## src/rtl/fifo_arbiter.sv

```systemverilog
// Two-producer round-robin arbiter feeding an external FIFO.
// Ports: clk, rst (async low), req/data/ack per producer, FIFO strobes, level, err.
module fifo_arbiter #(
  parameter int DATA_W = 8,
  parameter int DEPTH  = 16,
  localparam int LW    = $clog2(DEPTH + 1)
) (
  input  logic              clk,
  input  logic              rst,
  input  logic              req0,
  input  logic              req1,
  input  logic [DATA_W-1:0] data0,
  input  logic [DATA_W-1:0] data1,
  output logic              ack0,
  output logic              ack1,
  input  logic              pop_req,
  input  logic              fifo_full,
  input  logic              fifo_empty,
  output logic              fifo_push,
  output logic [DATA_W-1:0] fifo_data,
  output logic              fifo_pop,
  output logic              rd_valid,
  output logic [LW-1:0]     level,
  output logic              err
);

  typedef enum logic [1:0] {
    IDLE,
    PUSH0,
    PUSH1
  } state_t;

  localparam logic [LW-1:0] FULL = LW'(DEPTH);

  state_t      state;
  state_t      state_nx;
  logic        last_gnt;
  logic        last_nx;
  logic        can_push;
  logic        can_pop;
  logic        elig0;
  logic        elig1;
  logic        push_nx;
  logic        pop_nx;
  logic [LW-1:0] level_nx;

  assign can_push = level < FULL;
  assign can_pop  = level != '0;

  // A producer being acked this cycle still shows req high;
  // masking it prevents a second push of the same item.
  assign elig0 = req0 & (state != PUSH0);
  assign elig1 = req1 & (state != PUSH1);

  always_comb begin
    state_nx = IDLE;
    last_nx  = last_gnt;
    if (can_push) begin
      unique case (1'b1)
        (elig0 & elig1):  state_nx = last_gnt ? PUSH0 : PUSH1;
        (elig0 & !elig1): state_nx = PUSH0;
        (!elig0 & elig1): state_nx = PUSH1;
        default:          state_nx = IDLE;
      endcase
    end
    if (state_nx == PUSH0) last_nx = 1'b0;
    if (state_nx == PUSH1) last_nx = 1'b1;
  end

  assign push_nx = state_nx != IDLE;
  assign pop_nx  = pop_req & can_pop;

  always_comb begin
    level_nx = level;
    unique case ({push_nx, pop_nx})
      2'b10:   level_nx = level + 1'b1;
      2'b01:   level_nx = level - 1'b1;
      default: level_nx = level;
    endcase
  end

  always_ff @(posedge clk or negedge rst) begin
    if (!rst) begin
      state    <= IDLE;
      last_gnt <= 1'b1;
    end else begin
      state    <= state_nx;
      last_gnt <= last_nx;
    end
  end

  always_ff @(posedge clk or negedge rst) begin
    if (!rst) begin
      fifo_data <= '0;
      fifo_pop  <= 1'b0;
      rd_valid  <= 1'b0;
      level     <= '0;
      err       <= 1'b0;
    end else begin
      if (state_nx == PUSH0) fifo_data <= data0;
      if (state_nx == PUSH1) fifo_data <= data1;
      fifo_pop <= pop_nx;
      rd_valid <= fifo_pop;
      level    <= level_nx;
      if ((fifo_push & fifo_full) | (fifo_pop & fifo_empty))
        err <= 1'b1;
    end
  end

  assign fifo_push = state != IDLE;
  assign ack0      = state == PUSH0;
  assign ack1      = state == PUSH1;

endmodule

```

## config.mk

```make
export PLATFORM = sky130hd
export DESIGN_NAME = fifo_arbiter
export DESIGN_NICKNAME = d
export VERILOG_FILES = /design/src/rtl/fifo_arbiter.sv
export SDC_FILE = /design/constraint.sdc
export NUM_CORES = 1
export LEC_CHECK = 0
export ABC_AREA = 1
export ABC_CLOCK_PERIOD_IN_PS = 2200
export CAP_MARGIN = 20
export CORE_AREA = 2 2 63 47
export DETAILED_ROUTE_END_ITERATION = 6
export DIE_AREA = 0 0 65 49
export GPL_ROUTABILITY_DRIVEN = 0
export GPL_TIMING_DRIVEN = 0
export PLACE_DENSITY = 0.75
export SETUP_SLACK_MARGIN = 0.05
export SYNTH_ARGS = -nofsm -noshare
export SYNTH_HDL_FRONTEND = slang
export SYNTH_SLANG_ARGS = --single-unit
```

## constraint.sdc

```tcl
create_clock -name clk -period 2.2 [get_ports clk]
set_input_delay 0.33 -clock clk [delete_from_list [all_inputs] [get_ports clk]]
set_output_delay 0.33 -clock clk [all_outputs]
set_load 0.05 [all_outputs]
```

==> results of run 1 <==
[power by group]
part	leakage [nW]	switching (mW)	internal (mW)	total, mW
clock network	0.0228	0.111	0.129	0.239
registers	0.218	0.150	0.510	0.660
logic	0.504	1.12	0.693	1.81
total	0.745	1.38	1.33	2.71
[kinds of logic after synthesis]
| group | count (synthesis) |
|---|---|
| and+or+nand+nor | 63 |
| DFF | 19 |
| AOI/OAI and AO/OA | 18 |
| buffers and inverters | 16 |
| adders and majority gates | 7 |
| xor gates and xnor gates | 1 |
[metrics by stage]
step / hold WS, ns / cells / area [µm²] / TNS, ns
global placement: 0.390 / 201 / 1470 / -0.571
finish: 0.412 / 208 / 1600 / 0
detailed placement: 0.401 / 201 / 1470 / -0.802
CTS: 0.417 / 205 / 1530 / 0
global route: 0.435 / 208 / 1600 / -0.0160
floorplan: 0.0344 / 124 / 1010 / 0
[sequential cells by signal, summed over array words and instances (netlist names)]
name	flops
state	2
fifo_pop	1
err	1
level	5
last_gnt	1
rd_valid	1
fifo_data	8
[final cells by class]
type	count	area share, %
clock buffers	4	2.81
inverters	13	3.05
multi-input cells	89	32.7
well taps	36	2.81
plain buffers	3	1.33
flip-flops and latches	19	29.8
repair buffers	44	27.5
[layout by cell type, fill, tap and decap left out]
master / instances
dfstp_2: 1
ha_4: 3
buf_4: 3
nor2_1: 16
buf_2: 2
a21oi_1: 2
inv_1: 8
a31oi_1: 8
o21ai_0: 4
ha_1: 2
buf_6: 1
o211ai_1: 2
inv_2: 5
clkbuf_1: 1
dfrtp_1: 18
o21ai_4: 2
nand2_2: 1
xnor2_1: 1
clkbuf_8: 3
dlymetal6s2s_1: 3
or2_1: 1
fa_2: 1
clkdlybuf4s50_1: 38
nand3_1: 7
ha_2: 1
nand2_1: 38
[cells in the mapped netlist, drive strengths merged]
cell    count  share of area, %
xnor2       1              0.87
nor2       16               5.9
dfstp       1               2.6
dfrtp      18                45
o21ai       6               3.7
ha          6               7.4
o211ai      2               1.5
fa          1               2.0
or2         1              0.62
a31oi       8               5.0
a21oi       2              0.99
buf         3               2.1
nand3       7               3.5
nand2      39                14
inv        13               4.8
[worst max-delay path by stage]
stage / endpoint / depth (start not counted)
after floorplan: level[4]$_DFFE_PN0P_ / 10
after CTS: level[4]$_DFFE_PN0P_ / 13
after global routing: level[4]$_DFFE_PN0P_ / 12
final: level[4]$_DFFE_PN0P_ / 13
after detailed placement: level[4]$_DFFE_PN0P_ / 13
after global placement: level[4]$_DFFE_PN0P_ / 13
[worst max-delay path, cell delays in order]
cell and delay [ns]:
clkdlybuf4s50_1 0.50, o21ai_4 0.08, inv_2 0.06, o211ai_1 0.11
ha_2 0.21, ha_4 0.19, fa_2 0.35, nand2_2 0.09
nand2_1 0.07, nand2_1 0.06, nand2_1 0.04, nand3_1 0.07
nand2_1 0.05
[per-layer routing]
metal / vias to the layer above / GRT usage [%] / share of wire (%)
met3: 2 / 5.31 / 5.2
met2: 23 / 29.2 / 50
li1: 497 / - / -
met1: 437 / 21.1 / 45
met5: - / 0 / 0
met4: 0 / 4.26 / 0.62
[repair_timing]
item | 4_1_cts | 5_1_grt
resized for setup | 3 | 12
pin swaps | 0 | 3
buffers inserted | 0 | 3
endpoints found under the setup margin | 2 | 2
cloned | 0 | 0
==> impl_metrics.yaml, run 1 <==
clocking:
  cts_sinks: 19
  numCtsBuffers: 3
  ctsHoldBuffers: 0
  cts_buffer_depth: 2
  clkTransAtPathRegs_ns: 0.07
  htreeDepth: 1
  cts_tree: "done"
  root_buffer: "clkbuf_8"
  insertion_delay_ns: 0.25
synth:
  synth_cell_type_count: 18
  syn_area_per_cell_um2: 8.15
  synthCells: 124
  yosysWarnings: 0
  synth_compound_gate_area_share_pct: 11.1
  synth_nets: 154
  seq_area_frac_synth_pct: 47.2
  yosys.area_share.simple_pct: 24.5
  synthXorXnorAreaFrac_pct: 0.866
  syn_area_um2: 1010
  synthAdderAreaFrac_pct: 9.41
  ys_ff_latch: 19
  synthMuxAreaShare_pct: 0
  synth_top_family_by_area: "simple AND/OR/NAND/NOR gates"
power:
  totalPowerFinal_mw: 2.71
  power_density_nw_per_um2: 1690
  p_leak_nw: 0.745
  irDropWorstVdd_mv: 0.605
global_route:
  grt_max_degree: 20
  track_usage_pct: 17.1
  grt_antenna_before_repair: 0
  grt_pass1_wl_um: 4150
  grt_pass1_vias: 934
  grt-ovfl-total: 0
cells_and_area:
  num_antenna_cells: 0
  drive_gt1_share_pct: 13.4
  final_core_util_pct: 61.1
  fill_cells: 234
  fin_nets: 203
  regArea_um2: 477
  multiInputGateArea_um2: 524
  syn_to_final_growth_pct: 58.4
worst_hold_path:
  hold_path_class: "reg -> reg"
  whs_path_depth: 0
  hp-start: "fifo_pop$_DFF_PN0_"
  hold_end: "rd_valid$_DFF_PN0_"
floorplan:
  io_pins: 42
  dieArea_um2: 3190
  die_y_um: 49
  start_util_pct: 38.5
  fp.dieW_um: 65
  core_area_um2: 2620
  std_cell_rows: 16
worst_setup_path:
  critical_path_class: "in -> reg"
  path_max_fanout: 5
  reg2regPathDepth: 12
  required_ns: 2.35
  r2r-end: "level[4]$_DFFE_PN0P_"
  cp-end-kind: "flop"
  crit_start: "req0"
  worstReg2RegStart: "state[0]$_DFF_PN0_"
  cp.arrival_ns: 2.23
  start_kind: "primary input"
  reg2reg_slack_ns: 0.13
sta:
  skew_ns: 0.00138
  fin_ws_ns: 0.119
  layout_min_cycle_time_ns: 2.08
  post-route-period-util_pct: 94.6
  worst_pin_slew_ns: 0.812
  relSlewSlack_pct: 45.7
  final-hold-violation-count: 0
  setup_violations: 0
  rsz0062_at_grt: "yes"
  drv_slew: 0
  clock.fmax_ghz: 0.481
flow_run:
  max-cap-violations: 0
placed_design:
  dp.final_hpwl_um: 1850
  dpl_worst_slack_ns: -0.300
  portBuffers: 41
detailed_routing:
  postRouteAntennaNets: 0
  drc_errors: 0
  wirelength_um: 2430
  drt-pass1-iter-count: 4
  routedWlPerCell_um: 11.7
  vias: 959
  first_iter_violations: 45
  viasPerCell: 4.61
status:
  status: "complete, no violations"
Note: power is estimated with default switching activity, not from simulation.
==> run 2, diff against run 1 <==
Settings changed: PLACE_DENSITY 0.75 to default, PLACE_DENSITY_LB_ADDON from default to 0.05.
==> run 2 against run 1 <==
  * Combinational power decreased by 4%
  * Cell count shrank 0.96%
  * Count of clock-buffer cells in the layout is the same
  * Wire length is 7.2% lower
  * Total power down 3.8%
  * Core utilization shrank 2.5 points
  * Register-to-register slack better by 0.02 ns
  * Via count stayed put
  * Largest power group unchanged
==> impl_metrics.yaml, run 2 (synthesis gave the netlist of run 1 again) <==
cells_and_area:
  stdcell_area_um2: 1540
  fin_cells: 206
  final_cell_mix: "41 x clkdlybuf4s50_1, 38 x nand2_1, 18 x dfrtp_1"
  drive_gt1_share_pct: 8.82
  largest_register_ffs: 8
  top_register: "fifo_data"
  multiInputGateArea_um2: 482
  num_antenna_cells: 0
  fin_nets: 201
  regArea_um2: 477
  fill_cells: 247
  syn_to_final_growth_pct: 52.0
  final_common_cell: "clkdlybuf4s50_1"
  top_regs: "fifo_data x8, level x5, state x2"
power:
  pwr-share-seq_pct: 24.6
  comb_power_share_pct: 66.3
  irDropWorstVdd_mv: 0.807
  switching_share_pct: 51.1
  power_density_nw_per_um2: 1700
  netSwitchingPower_mw: 1.33
  intPower_mw: 1.28
  p_leak_nw: 0.700
  clockPowerShare_pct: 9.2
  totalPowerFinal_mw: 2.61
detailed_routing:
  wirelength_um: 2260
  first_iter_violations: 27
  routedWlPerCell_um: 11.0
  drt-pass1-iter-count: 4
  postRouteAntennaNets: 0
  vias: 959
  drc_errors: 0
  viasPerCell: 4.66
worst_setup_path:
  crit_family: "adder cells"
  critical_path_class: "in -> reg"
  crit_top_cell: "nand2_1"
  path_max_fanout: 6
  start_kind: "primary input"
  path_buf_inv: 2
  cp-end-kind: "flop"
  slowest_stage: "clkdlybuf4s50_1"
  required_ns: 2.35
  critPathMaxStageDelay_ns: 0.47
  cp.arrival_ns: 2.22
  worstPathCellList: "clkdlybuf4s50_1 > o21ai_2 > inv_1 > o211ai_1 > ha_2 > ha_4 > fa_1 > nand2_2 > nand2_1 > nand2_1 > nand2_1 > nand3_1 > nand2_1"
global_route:
  grtUsageMet1_pct: 22.4
  grt_pass1_wl_um: 4040
  grt-ovfl-total: 0
  use_met2_pct: 24.9
  grt_pass1_vias: 906
  grt_max_degree: 20
  grt_util_met3_pct: 6.24
  busiest_layer: "met2"
  grt_antenna_before_repair: 0
  track_usage_pct: 16.4
sta:
  post-route-period-util_pct: 94.1
  rsz0062_at_grt: "yes"
  drv_slew: 0
  worst_pin_slew_ns: 0.853
  worst_hold_slack_ns: 0.398
  clock.fmax_ghz: 0.483
  setup-tns-final_ns: 0
  setup_violations: 0
  relSlewSlack_pct: 42.9
  final-hold-violation-count: 0
  skew_ns: 0.00312
  layout_min_cycle_time_ns: 2.07
clocking:
  htreeDepth: 1
  insertion_delay_ns: 0.25
  cts_buffer_depth: 2
  cts_tree: "done"
  cts_sinks: 19
  numCtsBuffers: 3
  clkTransAtPathRegs_ns: 0.07
  root_buffer: "clkbuf_8"
placed_design:
  dp.cells: 201
  portBuffers: 41
  dp.final_hpwl_um: 1740
  post_dp_cell_area_um2: 1470
floorplan:
  io_pins: 42
  die_y_um: 49
  fp.dieW_um: 65
  dieArea_um2: 3190
  core_area_um2: 2620
  std_cell_rows: 16
  start_util_pct: 38.5
flow_run:
  max-cap-violations: 0
status:
  status: "complete, no violations"
worst_hold_path:
  hold_path_class: "reg -> reg"
[run 2: through the flow]
step	util [%]	setup slack, ns
after floorplan	-	0.0574
after global routing	58.6	-0.00629
after CTS	57.7	0.0576
final	58.6	0.130
after detailed placement	55.9	-0.288
after global placement	55.9	-0.251
[run 2: power by group through the flow]
stage | logic [mW] | clock network, mW | registers, mW
finish | 1.73 | 0.239 | 0.641
global route | 1.91 | 0.273 | 0.664
CTS | 1.69 | 0.253 | 0.641
detailed placement | 1.68 | 0 | 0.645
global placement | 1.67 | 0 | 0.641
floorplan | 0.745 | 0 | 1.07
[run 2: area by class of cell]
cell class,count,area share [%]
inverter,13,3.18
multi-input combinational,89,31.4
timing repair buffer,42,27.2
clock buffer,4,2.93
sequential,19,31.0
tap,36,2.93
buffer,3,1.38
[run 2: worst paths after layout]
path / start / to / slack (ns) / cells past startpoint
max reg2reg: state[1]$_DFF_PN0_ / level[4]$_DFFE_PN0P_ / 0.15 / 12
min in group asynchronous: rst / level[4]$_DFFE_PN0P_ / 0.56 / 1
max in group asynchronous: rst / fifo_data[5]$_DFFE_PN0P_ / 1.11 / 1
min: fifo_pop$_DFF_PN0_ / rd_valid$_DFF_PN0_ / 0.40 / 0
min reg2reg: fifo_pop$_DFF_PN0_ / rd_valid$_DFF_PN0_ / 0.40 / 0
max: req0 / level[4]$_DFFE_PN0P_ / 0.13 / 13
[run 2: per-layer routing]
metal,vias to the layer above,share of wire (%),routed length [µm]
met5,-,0,0
met3,3,9.3,210
met1,430,48,1080
li1,492,-,-
met2,34,42,948
met4,0,0.75,17
[run 2: repair_timing]
item	in CTS	in global routing
hold buffers	0	0
pin swaps	0	1
buffers inserted	0	1
resized for setup	1	3
setup endpoints to repair	1	2
==> run 3, diff against run 2 <==
Settings changed: ABC_AREA 1 to default, CORE_AREA 2 2 63 47 to 2 2 64 48, DIE_AREA 0 0 65 49 to 0 0 66 50.
==> run 3 against run 2 <==
  * Cell area is 15% higher
  * The run now ends with negative setup slack left
  * Critical path depth is 6 lower
  * Hold slack better by 0.020 ns
  * Setup slack worse by 0.44 ns
  * Clock skew is 0.0027 ns higher
  * Count of clock-buffer cells in the layout is 1 lower
  * Sequential cell count stayed put
  * Critical path type is now reg -> reg
  * Largest power group unchanged
  * Core utilization is 7.1 points higher
==> impl_metrics.yaml, run 3 <==
status:
  status: "finished with violations"
  violations: "negative setup slack"
clocking:
  cts_tree: "done"
  clkTransAtPathRegs_ns: 0.08
  insertion_delay_ns: 0.26
  ctsHoldBuffers: 0
  cts_buffer_depth: 2
  root_buffer: "clkbuf_8"
  htreeDepth: 1
  cts_sinks: 19
  numCtsBuffers: 3
power:
  power_density_nw_per_um2: 1720
  irDropWorstVdd_mv: 0.803
  totalPowerFinal_mw: 3.03
  p_leak_nw: 0.715
cells_and_area:
  top_register: "fifo_data"
  final_common_cell: "clkdlybuf4s50_1"
  fin_nets: 186
  final_core_util_pct: 65.7
  largest_register_ffs: 8
  top_regs: "fifo_data x8, level x5, state x2"
  regArea_um2: 480
  fill_cells: 225
  drive_gt1_share_pct: 28.4
  stdcell_area_um2: 1760
  final_cell_mix: "41 x clkdlybuf4s50_1, 15 x dfrtp_1, 12 x buf_4"
  num_antenna_cells: 0
  fin_cells: 191
  multiInputGateArea_um2: 638
  syn_to_final_growth_pct: 69.8
worst_setup_path:
  cp-end-kind: "flop"
  start_kind: "flop"
  reg2reg_slack_ns: -0.31
  critical_path_class: "reg -> reg"
  cp.arrival_ns: 2.69
  path_max_fanout: 5
  required_ns: 2.38
detailed_routing:
  vias: 936
  first_iter_violations: 33
  viasPerCell: 4.90
  drc_errors: 0
  postRouteAntennaNets: 0
  wirelength_um: 2680
  drt-pass1-iter-count: 4
  routedWlPerCell_um: 14.0
synth:
  ys_async_sr_fraction_pct: 100
  syn_area_um2: 1040
  yosysWarnings: 0
  seq_area_frac_synth_pct: 46.0
  synth_top_area_share_pct: 43.4
  yosysTopAreaCell: "dfrtp_1"
  synth-edff-count: 0
  synth_top_flop_cell: "dfrtp_1"
  synth_nets: 128
  synthTopCellsByCount: "18 x dfrtp_1, 12 x a21oi_1, 8 x mux2i_1, 8 x nor2_1, 6 x ha_1"
  yosysMostFrequentCell: "dfrtp_1"
  ys_ff_latch: 19
  synth_cell_type_count: 30
  synthTopCellsByArea: "dfrtp_1 43%, mux2i_1 7.7%, ha_1 7.2%"
  synthCells: 98
  syn_area_per_cell_um2: 10.6
sta:
  skew_ns: 0.00581
  drv_slew: 0
  post-route-period-util_pct: 114
  fin_ws_ns: -0.311
  worst_pin_slew_ns: 0.863
  setup_violations: 3
  rsz0062_at_grt: "yes"
  final-hold-violation-count: 0
  layout_min_cycle_time_ns: 2.51
  setup-tns-final_ns: -0.712
  relSlewSlack_pct: 42.3
  worst_hold_slack_ns: 0.418
  clock.fmax_ghz: 0.398
floorplan:
  core_area_um2: 2680
  start_util_pct: 38.7
  dieArea_um2: 3300
  io_pins: 42
  std_cell_rows: 16
  die_y_um: 50
  fp.dieW_um: 66
placed_design:
  post_dp_cell_area_um2: 1550
  dpl_worst_slack_ns: -0.545
  dp.final_hpwl_um: 1830
  dp.cells: 175
  portBuffers: 41
worst_hold_path:
  hold_path_class: "reg -> reg"
global_route:
  grt_pass1_vias: 982
  track_usage_pct: 18.2
  grt_pass1_wl_um: 4510
  grt_max_degree: 20
  grt-ovfl-total: 0
  grt_antenna_before_repair: 0
flow_run:
  max-cap-violations: 0
==> run 3: area by class of cell <==
cell class	count	area share, %
Sequential cell	19	27.3
Buffer	3	0.994
Timing Repair Buffer	54	29.0
Clock buffer	3	2.34
Tap cell	36	2.56
Inverter	5	1.28
Multi-Input combinational cell	70	36.2
Clock inverter	1	0.284
==> run 3: final timing paths <==
kind | startpoint | to | cells after the start
worst max-delay path | level[3]$_DFFE_PN0P_ | level[4]$_DFFE_PN0P_ | 7
worst min-delay path | fifo_pop$_DFF_PN0_ | rd_valid$_DFF_PN0_ | 0
worst max register to register | level[3]$_DFFE_PN0P_ | level[4]$_DFFE_PN0P_ | 7
worst min register to register | fifo_pop$_DFF_PN0_ | rd_valid$_DFF_PN0_ | 0
max in group asynchronous | rst | level[3]$_DFFE_PN0P_ | 1
min in group asynchronous | rst | fifo_data[0]$_DFFE_PN0P_ | 1
==> run 3: metal layers <==
layer	vias to the layer above	global-route usage (%)	share of wire, %	wire [µm]
li1	463	-	-	-
met1	440	23.4	46	1240
met2	27	30.0	47	1270
met3	6	4.57	5.0	133
met4	0	5.78	1.3	36
met5	-	0	0	0
==> run 3: logic make-up (layout without fill, tap and decap cells) <==
group                    Yosys count  count (layout)  share of synthesized area [%]
adder cells (fa/ha/maj)            7               7                           9.17
multiplexers                      11              11                           11.0
flip-flops                        19              19                           46.0
AO/OA/AOI/OAI                     22              22                           13.1
AND/OR/NAND/NOR                   28              28                           15.4
buffers and inverters              9              66                           3.62
XOR/XNOR                           2               2                           1.69
==> run 3: power breakdown <==
| group | switching [mW] | leakage, nW | internal, mW |
|---|---|---|---|
| clock | 0.120 | 0.0255 | 0.126 |
| combinational | 1.20 | 0.476 | 0.954 |
| sequential | 0.116 | 0.214 | 0.513 |
==> run 3: timing repair <==
item / 4_1_cts / 5_1_grt
buffers inserted: 9 / 4
setup endpoints to repair: 4 / 12
cloned: 0 / 0
resized for setup: 7 / 5
pin swaps: 8 / 8
hold endpoints to repair: 0 / 0
==> run 3: critical path, stage by stage, from the launching register on <==
cell,delay [ns]
dfrtp_2,0.41
or4_4,0.54
o21a_1,0.22
ha_4,0.20
fa_2,0.37
a21oi_2,0.21
mux2_4,0.32
o211ai_1,0.16
